## config.mk

```make
export PLATFORM = sky130hd
export DESIGN_NAME = fpu_wb_sched
export DESIGN_NICKNAME = d
export VERILOG_FILES = /design/src/rtl/fpu_wb_sched.sv
export SDC_FILE = /design/constraint.sdc
export NUM_CORES = 1
export LEC_CHECK = 0
export CORE_AREA = 2 2 174 176
export CTS_CLUSTER_DIAMETER = 200
export DETAILED_ROUTE_END_ITERATION = 7
export DIE_AREA = 0 0 176 178
export HOLD_SLACK_MARGIN = 0.08
export PLACE_DENSITY = 0.71
export SETUP_SLACK_MARGIN = 0.2
export SLEW_MARGIN = 20
export SYNTH_ARGS = -nofsm -noshare
export SYNTH_HDL_FRONTEND = slang
export SYNTH_SLANG_ARGS = --single-unit
```

## constraint.sdc

```tcl
create_clock -name clk -period 3.7 [get_ports clk]
set_input_delay 0.37 -clock clk [delete_from_list [all_inputs] [get_ports clk]]
set_output_delay 0.37 -clock clk [all_outputs]
set_load 0.01 [all_outputs]
```

## src/rtl/fpu_wb_sched.sv

```systemverilog
// fpu_wb_sched: books a unique writeback cycle per FP op and muxes unit results.
// Optional FPU_WB_STALL_CNT_EN adds stall and divider-busy counters.
module fpu_wb_sched #(
  parameter int DATA_W     = 64,
  parameter int ROB_W      = 6,
  parameter int PREG_W     = 7,
  parameter int LAT_MISC   = 1,
  parameter int LAT_ADD    = 3,
  parameter int LAT_MUL    = 4,
  parameter int LAT_FMA    = 5,
  parameter int DIV_LAT_SP = 10,
  parameter int DIV_LAT_DP = 17
) (
  input  logic              clk,
  input  logic              rst_n,
  input  logic              valid_i,
  input  logic [2:0]        op_class_i,
  input  logic              is_double_i,
  input  logic [ROB_W-1:0]  rob_id_i,
  input  logic [PREG_W-1:0] phys_dest_i,
  output logic              ready_o,
  input  logic              flush_i,
  output logic              div_start_o,
  input  logic [DATA_W-1:0] res_misc_i,
  input  logic [DATA_W-1:0] res_add_i,
  input  logic [DATA_W-1:0] res_mul_i,
  input  logic [DATA_W-1:0] res_fma_i,
  input  logic [DATA_W-1:0] res_div_i,
  input  logic [4:0]        flags_misc_i,
  input  logic [4:0]        flags_add_i,
  input  logic [4:0]        flags_mul_i,
  input  logic [4:0]        flags_fma_i,
  input  logic [4:0]        flags_div_i,
  output logic              wb_valid_o,
  output logic [DATA_W-1:0] result_o,
  output logic [4:0]        fflags_o,
  output logic [ROB_W-1:0]  rob_id_o,
  output logic [PREG_W-1:0] phys_dest_o
`ifdef FPU_WB_STALL_CNT_EN
  ,
  output logic [31:0]       stall_cnt_o,
  output logic [31:0]       div_busy_cnt_o
`endif
);

  localparam int MAXL = LAT_FMA;
  localparam int CW   = $clog2(DIV_LAT_DP + 1);

  typedef struct packed {
    logic              v;
    logic [1:0]        cls;
    logic [ROB_W-1:0]  rob;
    logic [PREG_W-1:0] preg;
  } slot_t;

  typedef enum logic [1:0] {
    D_IDLE,
    D_BUSY,
    D_DONE
  } div_st_e;

  slot_t             slot_q [1:MAXL];
  slot_t             slot_d [1:MAXL];
  div_st_e           div_st_q, div_st_d;
  logic [CW-1:0]     div_cnt_q, div_cnt_d;
  logic [ROB_W-1:0]  div_rob_q, div_rob_d;
  logic [PREG_W-1:0] div_preg_q, div_preg_d;
  logic              div_start_q, div_start_d;
  logic              wb_valid_q, wb_valid_d;
  logic [DATA_W-1:0] result_q, result_d;
  logic [4:0]        fflags_q, fflags_d;
  logic [ROB_W-1:0]  rob_q, rob_d;
  logic [PREG_W-1:0] preg_q, preg_d;

  logic is_pipe, is_div, slot_free, accept, div_wb;
  int   lat;

  always_comb begin
    is_pipe = 1'b1;
    is_div  = 1'b0;
    lat     = 0;
    case (op_class_i)
      3'd0:    lat = LAT_MISC;
      3'd1:    lat = LAT_ADD;
      3'd2:    lat = LAT_MUL;
      3'd3:    lat = LAT_FMA;
      3'd4: begin
        is_pipe = 1'b0;
        is_div  = 1'b1;
      end
      default: is_pipe = 1'b0;
    endcase
  end

  // Slot L+1 now is slot L after this edge's shift.
  always_comb begin
    slot_free = 1'b1;
    for (int k = 1; k <= MAXL; k++)
      if (k == lat + 1 && slot_q[k].v)
        slot_free = 1'b0;
  end

  assign ready_o = (is_pipe && slot_free) ||
                   (is_div && div_st_q == D_IDLE);
  assign accept  = valid_i && ready_o && !flush_i;
  assign div_wb  = !flush_i && !slot_q[1].v &&
                   div_st_q == D_DONE;

  always_comb begin
    for (int k = 1; k < MAXL; k++)
      slot_d[k] = slot_q[k+1];
    slot_d[MAXL] = '0;
    for (int k = 1; k <= MAXL; k++) begin
      if (accept && is_pipe && k == lat) begin
        slot_d[k].v    = 1'b1;
        slot_d[k].cls  = op_class_i[1:0];
        slot_d[k].rob  = rob_id_i;
        slot_d[k].preg = phys_dest_i;
      end
      if (flush_i)
        slot_d[k] = '0;
    end
  end

  always_comb begin
    div_st_d    = div_st_q;
    div_cnt_d   = div_cnt_q;
    div_rob_d   = div_rob_q;
    div_preg_d  = div_preg_q;
    div_start_d = 1'b0;
    unique case (div_st_q)
      D_IDLE: if (accept && is_div) begin
        div_st_d    = D_BUSY;
        div_cnt_d   = is_double_i ? CW'(DIV_LAT_DP - 1)
                                  : CW'(DIV_LAT_SP - 1);
        div_rob_d   = rob_id_i;
        div_preg_d  = phys_dest_i;
        div_start_d = 1'b1;
      end
      D_BUSY: begin
        div_cnt_d = div_cnt_q - 1'b1;
        if (div_cnt_q <= CW'(1))
          div_st_d = D_DONE;
      end
      D_DONE: if (div_wb)
        div_st_d = D_IDLE;
      default: div_st_d = D_IDLE;
    endcase
    if (flush_i)
      div_st_d = D_IDLE;
  end

  // Pipelined results own slot 1; the divider only fills idle cycles.
  always_comb begin
    wb_valid_d = 1'b0;
    result_d   = result_q;
    fflags_d   = fflags_q;
    rob_d      = rob_q;
    preg_d     = preg_q;
    if (!flush_i && slot_q[1].v) begin
      wb_valid_d = 1'b1;
      rob_d      = slot_q[1].rob;
      preg_d     = slot_q[1].preg;
      unique case (slot_q[1].cls)
        2'd0: begin
          result_d = res_misc_i;
          fflags_d = flags_misc_i;
        end
        2'd1: begin
          result_d = res_add_i;
          fflags_d = flags_add_i;
        end
        2'd2: begin
          result_d = res_mul_i;
          fflags_d = flags_mul_i;
        end
        default: begin
          result_d = res_fma_i;
          fflags_d = flags_fma_i;
        end
      endcase
    end else if (div_wb) begin
      wb_valid_d = 1'b1;
      rob_d      = div_rob_q;
      preg_d     = div_preg_q;
      result_d   = res_div_i;
      fflags_d   = flags_div_i;
    end
  end

  always_ff @(posedge clk or negedge rst_n) begin
    if (!rst_n) begin
      for (int k = 1; k <= MAXL; k++)
        slot_q[k] <= '0;
      div_st_q    <= D_IDLE;
      div_cnt_q   <= '0;
      div_rob_q   <= '0;
      div_preg_q  <= '0;
      div_start_q <= 1'b0;
      wb_valid_q  <= 1'b0;
      result_q    <= '0;
      fflags_q    <= '0;
      rob_q       <= '0;
      preg_q      <= '0;
    end else begin
      for (int k = 1; k <= MAXL; k++)
        slot_q[k] <= slot_d[k];
      div_st_q    <= div_st_d;
      div_cnt_q   <= div_cnt_d;
      div_rob_q   <= div_rob_d;
      div_preg_q  <= div_preg_d;
      div_start_q <= div_start_d;
      wb_valid_q  <= wb_valid_d;
      result_q    <= result_d;
      fflags_q    <= fflags_d;
      rob_q       <= rob_d;
      preg_q      <= preg_d;
    end
  end

  assign div_start_o = div_start_q;
  assign wb_valid_o  = wb_valid_q;
  assign result_o    = result_q;
  assign fflags_o    = fflags_q;
  assign rob_id_o    = rob_q;
  assign phys_dest_o = preg_q;

`ifdef FPU_WB_STALL_CNT_EN
  logic [31:0] stall_cnt_q, stall_cnt_d;
  logic [31:0] busy_cnt_q, busy_cnt_d;

  always_comb begin
    stall_cnt_d = stall_cnt_q;
    busy_cnt_d  = busy_cnt_q;
    if (valid_i && !ready_o && stall_cnt_q != '1)
      stall_cnt_d = stall_cnt_q + 32'd1;
    if (div_st_q != D_IDLE && busy_cnt_q != '1)
      busy_cnt_d = busy_cnt_q + 32'd1;
  end

  always_ff @(posedge clk or negedge rst_n) begin
    if (!rst_n) begin
      stall_cnt_q <= '0;
      busy_cnt_q  <= '0;
    end else begin
      stall_cnt_q <= stall_cnt_d;
      busy_cnt_q  <= busy_cnt_d;
    end
  end

  assign stall_cnt_o    = stall_cnt_q;
  assign div_busy_cnt_o = busy_cnt_q;
`endif

endmodule

```

## Word level (Yosys, flattened, before mapping)

Cells that the tools add are included.

- Register bits: 184
- Bits of input ports: 366
- Logic and storage cells: 126

- Reductions and logical operators: 31
- Equal/unequal tests: 22
- $add $sub $neg: 2
- Muxes and demuxes: 40
- $lt $le $gt $ge: 1

Operators by type and width:

| cell | number |
|---|---|
| case mux 64 bit (3 select lines) | 1 |
| 2-to-1 mux 16 bit | 10 |
| == test 3 x 32 -> 1 bit (first input constant) | 4 |
| == test 4 x 32 -> 1 bit (first input constant) | 4 |
| 2-to-1 mux 64 bit | 2 |
| == test 2 x 32 -> 1 bit (first input constant) | 2 |
| adder 32 x 2 -> 32 bit (second input constant) | 1 |
| 2-to-1 mux 5 bit | 4 |
| logical AND 1 bit | 19 |
| case mux 5 bit (3 select lines) | 1 |
| 2-to-1 mux 7 bit | 2 |
| 2-to-1 mux 6 bit | 2 |
| case mux 3 bit (4 select lines) | 1 |
| 2-to-1 mux 1 bit | 11 |
| case mux 5 bit (2 select lines) | 1 |
| 2-to-1 mux 2 bit | 4 |
| == test 3 x 2 -> 1 bit (second input constant) | 2 |
| != test 3 bit (second input constant) | 2 |
| case mux 2 bit (3 select lines) | 1 |
| less-or-equal comparator 5 x 1 -> 1 bit (second input constant) | 1 |
| subtractor 5 x 1 -> 5 bit (second input constant) | 1 |
| == test 2 x 1 -> 1 bit (second input constant) | 2 |
| == test 2 bit (second input constant) | 2 |
| logical NOT 2 bit | 2 |
| 11 further kinds | 14 |

## Depth between registers and ports, before layout

Gate-level depths: netlist of run 1.

- Depth in word-level cells: 18
- Gate-level depth with buffers: 9
- Depth with buffers taken out: 7

## Worst setup path before layout of run 1

OpenSTA, ideal clock, no wires.

- Kind: input -> register
- From: input port op_class_i[0]
- To: register slot_q[22] (netlist name)
- Data arrival time: 2.383 ns
- Stages: 8
- Data required time: 3.568 ns
- Setup slack: 1.185 ns
- Cells stage by stage: buf_6 -> nor3b_1 -> ha_1 -> or3_1 -> a211oi_4 -> buf_6 -> mux2i_1 -> nor2_1

RTL lines:

| element | line | text |
|---|---|---|
| start, declared | 17 | `input logic [2:0] op_class_i,` |
| end signal, assigned by index | 207 | `slot_q[k] <= slot_d[k];` |
| end, declared | 62 | `slot_t slot_q [1:MAXL];` |

## Final worst setup path of run 1

- From: input port op_class_i[0]
- To: output port ready_o

- Word-level cells in the longest chain between the ends: 12

Ends and longest elaborated chain:

| element | line | text |
|---|---|---|
| == test 3 x 2 -> 1 bit (tied with other cells) | 82 | `case (op_class_i)` |
| case mux 3 bit (4 select lines) | 82 |  |
| adder 32 x 2 -> 32 bit | 99 | `if (k == lat + 1 && slot_q[k].v)` |
| == test 2 x 32 -> 1 bit | 99 |  |
| logical AND 1 bit | 99 |  |
| 2-to-1 mux 1 bit (5 in a row) | 99 |  |
| logical AND 1 bit | 103 | `assign ready_o = (is_pipe && slot_free) \|\|` |
| logical OR 1 bit (*) | 103 |  |
| end, declared | 21 | `output logic ready_o,` |

Mark *: on every way between the ends. The rest lies on a longest branch, timed or not.

==> report_table.html, run 1 <==
<table>
<tr><th>Metric</th><th>Value</th></tr>
<tr><th colspan="2">Layout</th></tr>
<tr><td>Area used by multi-input combinational logic</td><td>3970 µm²</td></tr>
<tr><td>Combined flip-flop and latch cell area</td><td>roughly 4600 µm²</td></tr>
<tr><td>Non-filler instance count after layout</td><td>1597</td></tr>
<tr><td>Area growth from synthesis to final layout</td><td>61.4%</td></tr>
<tr><td>Util after Layout</td><td>49.5%</td></tr>
<tr><td>Leading cell types in the layout, fill and taps excluded</td><td>clkdlybuf4s50_1, dfrtp_1, nor2_1</td></tr>
<tr><td>Most frequent standard cell in the layout excluding fill and tap cells</td><td>clkdlybuf4s50_1</td></tr>
<tr><td>Layout cells sized above 1</td><td>11.9%</td></tr>
<tr><td>Final non-filler cell area</td><td>between 10000 and 15000 µm²</td></tr>
<tr><td>Number of fillers in the final layout</td><td>approximately 2600</td></tr>
<tr><td>Final layout net count</td><td>between 1500 and 2000</td></tr>
<tr><th colspan="2">Worst setup path</th></tr>
<tr><td>Critical Path End Type</td><td>primary output</td></tr>
<tr><td>Arrival time of the worst setup path</td><td>2.95 ns</td></tr>
<tr><td>Setup Crit Path Kind</td><td>primary input to primary output</td></tr>
<tr><td>Required time of the critical path</td><td>3.33 ns</td></tr>
<tr><td>CP Max Fanout</td><td>10</td></tr>
<tr><td>Category of the worst setup path launch point</td><td>primary input</td></tr>
<tr><td>Setup slack, reg-to-reg</td><td>~1.4 ns</td></tr>
<tr><th colspan="2">Clocking</th></tr>
<tr><td>CTS Buffer Depth</td><td>2</td></tr>
<tr><td>TritonCTS sink count</td><td>roughly 180</td></tr>
<tr><td>Master cell of the clock root buffer</td><td>clkbuf_16</td></tr>
<tr><td># H-tree levels</td><td>4</td></tr>
<tr><td>Number of buffers inserted by post-CTS setup repair</td><td>0</td></tr>
<tr><td>TritonCTS clock tree</td><td>done</td></tr>
<tr><td>Reg clk slew, reported paths</td><td>0.07 ns</td></tr>
<tr><td>Insertion delay to the later sink of the worst-skew pair</td><td>0.43 ns</td></tr>
<tr><td>Cts bufs inserted</td><td>17</td></tr>
<tr><th colspan="2">Pwr</th></tr>
<tr><td>Power density over the cells</td><td>402 nW/µm²</td></tr>
<tr><td>Switching power of the nets</td><td>between 1.5 and 2 mW</td></tr>
<tr><td>Cell leakage power</td><td>5.89 nW</td></tr>
<tr><td>Clock power share</td><td>30.5%</td></tr>
<tr><td>Part of the total power dissipated in combinational logic</td><td>27.5%</td></tr>
<tr><td>Total internal power</td><td>4.17 mW</td></tr>
<tr><td>IR drop worst, VDD</td><td>258 µV</td></tr>
<tr><td>Total design power</td><td>5.84 mW</td></tr>
<tr><td>Sequential power share</td><td>42.0%</td></tr>
<tr><td>Share of total power consumed by net switching</td><td>28.7%</td></tr>
<tr><th colspan="2">Global routing</th></tr>
<tr><td>Global route overflow</td><td>0</td></tr>
<tr><td>Overall Global Routing Usage</td><td>23.2%</td></tr>
<tr><td>Antenna violations before repair</td><td>17</td></tr>
<tr><td>Wire length of the first global-routing pass</td><td>~53 mm</td></tr>
<tr><td>Largest net degree at the start of global routing</td><td>91</td></tr>
<tr><td>Vias in the first global route</td><td>8435</td></tr>
<tr><th colspan="2">STA</th></tr>
<tr><td>Setup repair after global routing missed its margin</td><td>false</td></tr>
<tr><td>Maximum clock rate</td><td>between 0.3 and 0.4 GHz</td></tr>
<tr><td>Final worst hold slack</td><td>0.462 ns</td></tr>
<tr><td>Pins Over Slew Limit</td><td>0</td></tr>
<tr><td>Total negative slack for setup checks</td><td>0 ns</td></tr>
<tr><td>Fin Clk Skew</td><td>0.0134 ns</td></tr>
<tr><td>Final min period</td><td>about 3.3 ns</td></tr>
<tr><td>Hold Violations, Final</td><td>0</td></tr>
<tr><td>Setup violators final</td><td>0</td></tr>
<tr><td>Part of the cycle the worst path needs</td><td>89.9%</td></tr>
<tr><td>Least-Margin Pin Slew</td><td>between 1 and 1.5 ns</td></tr>
<tr><td>Fin worst setup slack</td><td>0.375 ns</td></tr>
<tr><td>Worst slew margin relative to its limit</td><td>29.2%</td></tr>
<tr><th colspan="2">Yosys</th></tr>
<tr><td>Count of different cell masters after synthesis</td><td>37</td></tr>
<tr><td>Number of standard cells after synthesis</td><td>758</td></tr>
<tr><td>Post-synthesis area per instance</td><td>around 12 µm²</td></tr>
<tr><td>Synthesized flop and latch total</td><td>184</td></tr>
<tr><td>Biggest area consumer among synthesized cells</td><td>dfrtp_1</td></tr>
<tr><td>Post-synthesis async set-or-reset flop share</td><td>100%</td></tr>
<tr><td>Most used DFF post-synth</td><td>dfrtp_1</td></tr>
<tr><td>Register area share after synthesis</td><td>51.1%</td></tr>
<tr><td>Share of Yosys cell area claimed by the top area cell type</td><td>approximately half</td></tr>
<tr><td>Number of warnings printed during yosys synthesis</td><td>0</td></tr>
<tr><td>Nets in the synthesized netlist</td><td>1128</td></tr>
<tr><td>Top area cells in the synthesized netlist</td><td>dfrtp_1, mux4_2, a222oi_1</td></tr>
<tr><td>Area of the mapped netlist</td><td>about 9000 µm²</td></tr>
<tr><td>Number of synthesized flops with an enable pin</td><td>0</td></tr>
<tr><th colspan="2">Floorplan</th></tr>
<tr><td>Number of cell rows</td><td>63</td></tr>
<tr><td>Num ports</td><td>451</td></tr>
<tr><td>Starting density of the core</td><td>between 30% and 40%</td></tr>
<tr><td>Core area</td><td>29400 µm²</td></tr>
<tr><td>Full die area</td><td>31300 µm²</td></tr>
<tr><td>Die X-Extent</td><td>approximately 180 µm</td></tr>
<tr><td>Die Y-Extent</td><td>178 µm</td></tr>
<tr><th colspan="2">Routing</th></tr>
<tr><td>First-iteration detailed-routing DRC count</td><td>685</td></tr>
<tr><td>Pre-Repair DR Iteration Count</td><td>7</td></tr>
<tr><td>Detail Route Antenna Nets</td><td>0</td></tr>
<tr><td>Via count of the routed design</td><td>8366</td></tr>
<tr><td>DR vias/cell</td><td>5.24</td></tr>
<tr><td>Detailed-route DRC error count</td><td>0</td></tr>
<tr><td>Mean routed wirelength per cell</td><td>23.2 µm</td></tr>
<tr><td>Routed wire length</td><td>37.0 mm</td></tr>
<tr><th colspan="2">Run</th></tr>
<tr><td>Count of max-cap constraint violations</td><td>0</td></tr>
<tr><th colspan="2">Place</th></tr>
<tr><td>Global placer's final weighted congestion</td><td>0.958</td></tr>
<tr><td>Number of I/O port buffers</td><td>450</td></tr>
<tr><td>Pre-CTS worst setup slack</td><td>0.270 ns</td></tr>
<tr><td>Placed instance count</td><td>roughly 1600</td></tr>
<tr><td>Placed cell area</td><td>13900 µm²</td></tr>
<tr><td>HPWL after detailed placement</td><td>around 28 mm</td></tr>
<tr><th colspan="2">Worst hold path</th></tr>
<tr><td>Worst min-delay path class</td><td>flop to flop</td></tr>
<tr><th colspan="2">Status</th></tr>
<tr><td>Outcome</td><td>finished, final reports clean</td></tr>
</table>
## cell families (layout without fill, tap and decap cells)
group	after synthesis	count (layout)	synth area share, %
simple gates	202	202	10.6
flops	184	184	51.1
compound gates	159	159	12.3
buf+inv	113	552	5.04
mux	95	95	20.3
fa+ha+maj	4	4	0.556
xor+xnor	1	1	0.0972
other cells	0	10	0
## routing by layer
| metal | global-route usage (%) | wire [µm] | share of wire (%) |
|---|---|---|---|
| met2 | 36.9 | 17700 | 48 |
| met4 | 9.23 | 1230 | 3.3 |
| met5 | 0 | 117 | 0.32 |
| met3 | 10.3 | 4060 | 11 |
| met1 | 27.5 | 13900 | 38 |
## synth_stat cells, drive strengths merged, types with 2 or more instances
cell type	number
inv	49
o21ai	31
mux4	69
a21oi	34
o22ai	40
buf	17
dfrtp	184
nor2b	23
nand3	29
a222oi	44
o21a	2
clkbuf	47
nand2	4
nor2	109
mux2i	13
nor3	5
nand2b	5
nor3b	5
or3	4
mux2	13
and2	14
ha	4
## final timing paths
path | from | endpoint | cells past startpoint
max in group asynchronous | rst_n | div_preg_q[3]$_DFFE_PN0P_ | 3
max reg2reg | div_st_q[1]$_DFFE_PN0P_ | div_rob_q[4]$_DFFE_PN0P_ | 4
min reg2reg | slot_q[35]$_DFF_PN0_ | slot_q[51]$_DFF_PN0_ | 1
min | slot_q[35]$_DFF_PN0_ | slot_q[51]$_DFF_PN0_ | 1
max | op_class_i[0] | ready_o | 7
min in group asynchronous | rst_n | slot_q[8]$_DFF_PN0_ | 2
## worst max-delay path, cell delays in order
cell             delay [ns]
clkdlybuf4s50_1        0.64
nor3b_2                0.31
ha_1                   0.29
or3_1                  0.46
o211a_2                0.17
o21ai_0                0.15
clkdlybuf4s50_1        0.56
## final cells by class
type,count,share of cell area (%)
antenna,10,0.172
clock buffer,18,2.95
clock inverter,14,0.946
inverter,49,1.26
multi-input combinational,461,27.3
sequential,184,31.7
tap,390,3.35
timing repair buffer,471,32.3
## state kept, by name, summed over array words and instances, names as in the netlist
| signal | count |
|---|---|
| div_cnt_q | 5 |
| div_preg_q | 7 |
| div_rob_q | 6 |
| div_st_q | 2 |
| div_start_o | 1 |
| fflags_o | 5 |
| phys_dest_o | 7 |
| result_o | 64 |
| rob_id_o | 6 |
| slot_q | 80 |
| wb_valid_o | 1 |
## power by group through the flow
stage | sequential [mW] | clock [mW] | combinational, mW
2_1_floorplan | 2.58 | 0 | 0.437
3_3_place_gp | 2.48 | 0 | 1.58
3_5_place_dp | 2.49 | 0 | 1.60
4_1_cts | 2.45 | 1.83 | 1.61
5_1_grt | 2.49 | 1.90 | 1.70
6_report | 2.45 | 1.78 | 1.60
## timing repair
action | CTS | global route
endpoints found under the hold margin | 88 | 0
gates resized for setup | 0 | 1
setup endpoints to repair | 0 | 1
hold buffers | 1 | 0
Power figures use the tool's default switching activity.
==> run 2: changes to the inputs <==
CTS_BUF_LIST = sky130_fd_sc_hd__clkbuf_4 sky130_fd_sc_hd__clkbuf_8 sky130_fd_sc_hd__clkbuf_16   (was default)
==> report_table.html, run 2 (same netlist as run 1, synthesis figures left out) <==
<table>
<tr><th>Metric</th><th>Value</th></tr>
<tr><th colspan="2">STA</th></tr>
<tr><td>Final worst hold slack</td><td>about 0.47 ns</td></tr>
<tr><td>Hold Violations, Final</td><td>0</td></tr>
<tr><td>Worst slew margin relative to its limit</td><td>28.4%</td></tr>
<tr><td>Part of the cycle the worst path needs</td><td>89.7%</td></tr>
<tr><td>Fin Clk Skew</td><td>0.0188 ns</td></tr>
<tr><td>Final min period</td><td>3.32 ns</td></tr>
<tr><td>Least-Margin Pin Slew</td><td>about 1.1 ns</td></tr>
<tr><td>Total negative slack for setup checks</td><td>0 ns</td></tr>
<tr><td>Setup repair after global routing missed its margin</td><td>false</td></tr>
<tr><td>Maximum clock rate</td><td>0.301 GHz</td></tr>
<tr><td>Setup violators final</td><td>0</td></tr>
<tr><td>Pins Over Slew Limit</td><td>0</td></tr>
<tr><th colspan="2">Routing</th></tr>
<tr><td>Detail Route Antenna Nets</td><td>0</td></tr>
<tr><td>Routed wire length</td><td>roughly 37 mm</td></tr>
<tr><td>Detailed-route DRC error count</td><td>0</td></tr>
<tr><td>Via count of the routed design</td><td>8327</td></tr>
<tr><td>DR vias/cell</td><td>5.21</td></tr>
<tr><td>Mean routed wirelength per cell</td><td>23.2 µm</td></tr>
<tr><td>First-iteration detailed-routing DRC count</td><td>668</td></tr>
<tr><td>Pre-Repair DR Iteration Count</td><td>6</td></tr>
<tr><th colspan="2">Status</th></tr>
<tr><td>Outcome</td><td>finished, final reports clean</td></tr>
<tr><th colspan="2">Clocking</th></tr>
<tr><td>TritonCTS sink count</td><td>184</td></tr>
<tr><td># H-tree levels</td><td>4</td></tr>
<tr><td>Number of buffers inserted by post-CTS setup repair</td><td>0</td></tr>
<tr><td>Insertion delay to the later sink of the worst-skew pair</td><td>0.44 ns</td></tr>
<tr><td>Cts bufs inserted</td><td>17</td></tr>
<tr><td>Reg clk slew, reported paths</td><td>about 0.07 ns</td></tr>
<tr><td>CTS Buffer Depth</td><td>2</td></tr>
<tr><td>Master cell of the clock root buffer</td><td>clkbuf_16</td></tr>
<tr><td>TritonCTS clock tree</td><td>done</td></tr>
<tr><th colspan="2">Layout</th></tr>
<tr><td>Area used by multi-input combinational logic</td><td>3970 µm²</td></tr>
<tr><td>Most frequent standard cell in the layout excluding fill and tap cells</td><td>clkdlybuf4s50_1</td></tr>
<tr><td>Combined flip-flop and latch cell area</td><td>4610 µm²</td></tr>
<tr><td>Leading cell types in the layout, fill and taps excluded</td><td>clkdlybuf4s50_1, dfrtp_1, nor2_1</td></tr>
<tr><td>Final layout net count</td><td>between 1500 and 2000</td></tr>
<tr><td>Largest register FFs</td><td>80</td></tr>
<tr><td>Layout cells sized above 1</td><td>12.0%</td></tr>
<tr><td>Register bank with the most flops</td><td>slot_q</td></tr>
<tr><td>Area growth from synthesis to final layout</td><td>61.5%</td></tr>
<tr><td>Number of fillers in the final layout</td><td>2624</td></tr>
<tr><th colspan="2">Global routing</th></tr>
<tr><td>Overall Global Routing Usage</td><td>23.1%</td></tr>
<tr><td>Largest net degree at the start of global routing</td><td>91</td></tr>
<tr><td>Antenna violations before repair</td><td>17</td></tr>
<tr><td>Global route overflow</td><td>0</td></tr>
<tr><td>Vias in the first global route</td><td>8425</td></tr>
<tr><td>Wire length of the first global-routing pass</td><td>53.3 mm</td></tr>
<tr><th colspan="2">Floorplan</th></tr>
<tr><td>Die Y-Extent</td><td>178 µm</td></tr>
<tr><td>Core area</td><td>29400 µm²</td></tr>
<tr><td>Number of cell rows</td><td>63</td></tr>
<tr><td>Num ports</td><td>about 450</td></tr>
<tr><td>Full die area</td><td>~31000 µm²</td></tr>
<tr><td>Die X-Extent</td><td>176 µm</td></tr>
<tr><td>Starting density of the core</td><td>a little under a third</td></tr>
<tr><th colspan="2">Worst setup path</th></tr>
<tr><td>R2r endpoint</td><td>div_rob_q[4]$_DFFE_PN0P_</td></tr>
<tr><td>CP Max Fanout</td><td>10</td></tr>
<tr><td>Arrival time of the worst setup path</td><td>around 3.0 ns</td></tr>
<tr><td>Required time of the critical path</td><td>approximately 3.3 ns</td></tr>
<tr><td>Startpoint of the worst register-to-register path</td><td>div_st_q[1]$_DFFE_PN0P_</td></tr>
<tr><td>Critical Path End Type</td><td>primary output</td></tr>
<tr><td>Number of cell instances on the worst register-to-register path</td><td>4</td></tr>
<tr><td>Setup slack, reg-to-reg</td><td>between 1 and 1.5 ns</td></tr>
<tr><td>Setup Crit Path Kind</td><td>primary input to primary output</td></tr>
<tr><td>Category of the worst setup path launch point</td><td>primary input</td></tr>
<tr><th colspan="2">Run</th></tr>
<tr><td>Count of max-cap constraint violations</td><td>0</td></tr>
<tr><th colspan="2">Place</th></tr>
<tr><td>HPWL after detailed placement</td><td>between 20 and 30 mm</td></tr>
<tr><td>Number of I/O port buffers</td><td>450</td></tr>
<tr><td>Global placer's final weighted congestion</td><td>0.958</td></tr>
<tr><th colspan="2">Worst hold path</th></tr>
<tr><td>Hold EP</td><td>slot_q[53]$_DFF_PN0_</td></tr>
<tr><td>Worst Hold Path Cells</td><td>1</td></tr>
<tr><td>Hold Path Origin</td><td>slot_q[37]$_DFF_PN0_</td></tr>
<tr><td>Worst min-delay path class</td><td>flop to flop</td></tr>
<tr><th colspan="2">Pwr</th></tr>
<tr><td>Power density over the cells</td><td>402 nW/µm²</td></tr>
<tr><td>Cell leakage power</td><td>~5.9 nW</td></tr>
<tr><td>IR drop worst, VDD</td><td>257 µV</td></tr>
</table>
run 2: changes by cell type in the layout (fill, tap and decap cells not counted), sizes merged:
cell	before	now
diode	10	11
run 2: through the flow:
step           instance area (µm²)  setup WS [ns]  instances  util [%]  power (mW)
2_1_floorplan                 9010           1.19        758         -        3.01
4_1_cts                      14500          0.254       1586      49.4        5.90
3_5_place_dp                 13900          0.270       1553      47.4        4.09
3_3_place_gp                 13900          0.329       1553      47.4        4.06
5_1_grt                      14500          0.205       1591      49.4        6.10
6_report                     14600          0.382       1598      49.5        5.85
run 2: report_power, final:
group / internal (mW) / leakage, nW / switching [mW]
logic: 0.987 / 3.24 / 0.614
registers: 2.29 / 2.39 / 0.168
clock network: 0.900 / 0.266 / 0.891
total: 4.17 / 5.89 / 1.67
run 2: timing repair:
action	in CTS	in global routing
hold endpoints to repair	88	0
resized for setup	0	1
setup endpoints to repair	0	1
hold buffers	1	0
run 2: final cells by class:
cell class / instances / area share (%)
Sequential cell: 184 / 31.7
Inverter: 49 / 1.26
Clock inverter: 14 / 0.946
Tap cell: 390 / 3.35
Antenna cell: 11 / 0.189
Clock buffer: 18 / 2.98
Timing Repair Buffer: 471 / 32.3
Multi-Input combinational cell: 461 / 27.3
run 2: worst max path at each step:
stage / cells past startpoint / slack [ns] / start / endpoint
global route: 7 / 0.20 / op_class_i[0] / ready_o
global placement: 7 / 0.33 / op_class_i[0] / ready_o
floorplan: 8 / 1.19 / op_class_i[0] / slot_q[22]$_DFF_PN0_
CTS: 7 / 0.25 / op_class_i[0] / ready_o
finish: 7 / 0.38 / op_class_i[0] / ready_o
detailed placement: 7 / 0.27 / op_class_i[0] / ready_o
run 2: critical path, stage by stage:
cell	delay, ns
clkdlybuf4s50_1	0.64
nor3b_2	0.31
ha_1	0.29
or3_1	0.46
o211a_2	0.17
o21ai_0	0.15
clkdlybuf4s50_1	0.56
run 2: routing by layer:
layer	share of wire, %	routed length (µm)	GRT usage (%)
met3	11	3990	10.4
met2	48	17700	36.9
met1	38	14100	27.5
met5	0.33	123	0
met4	3.4	1250	8.92
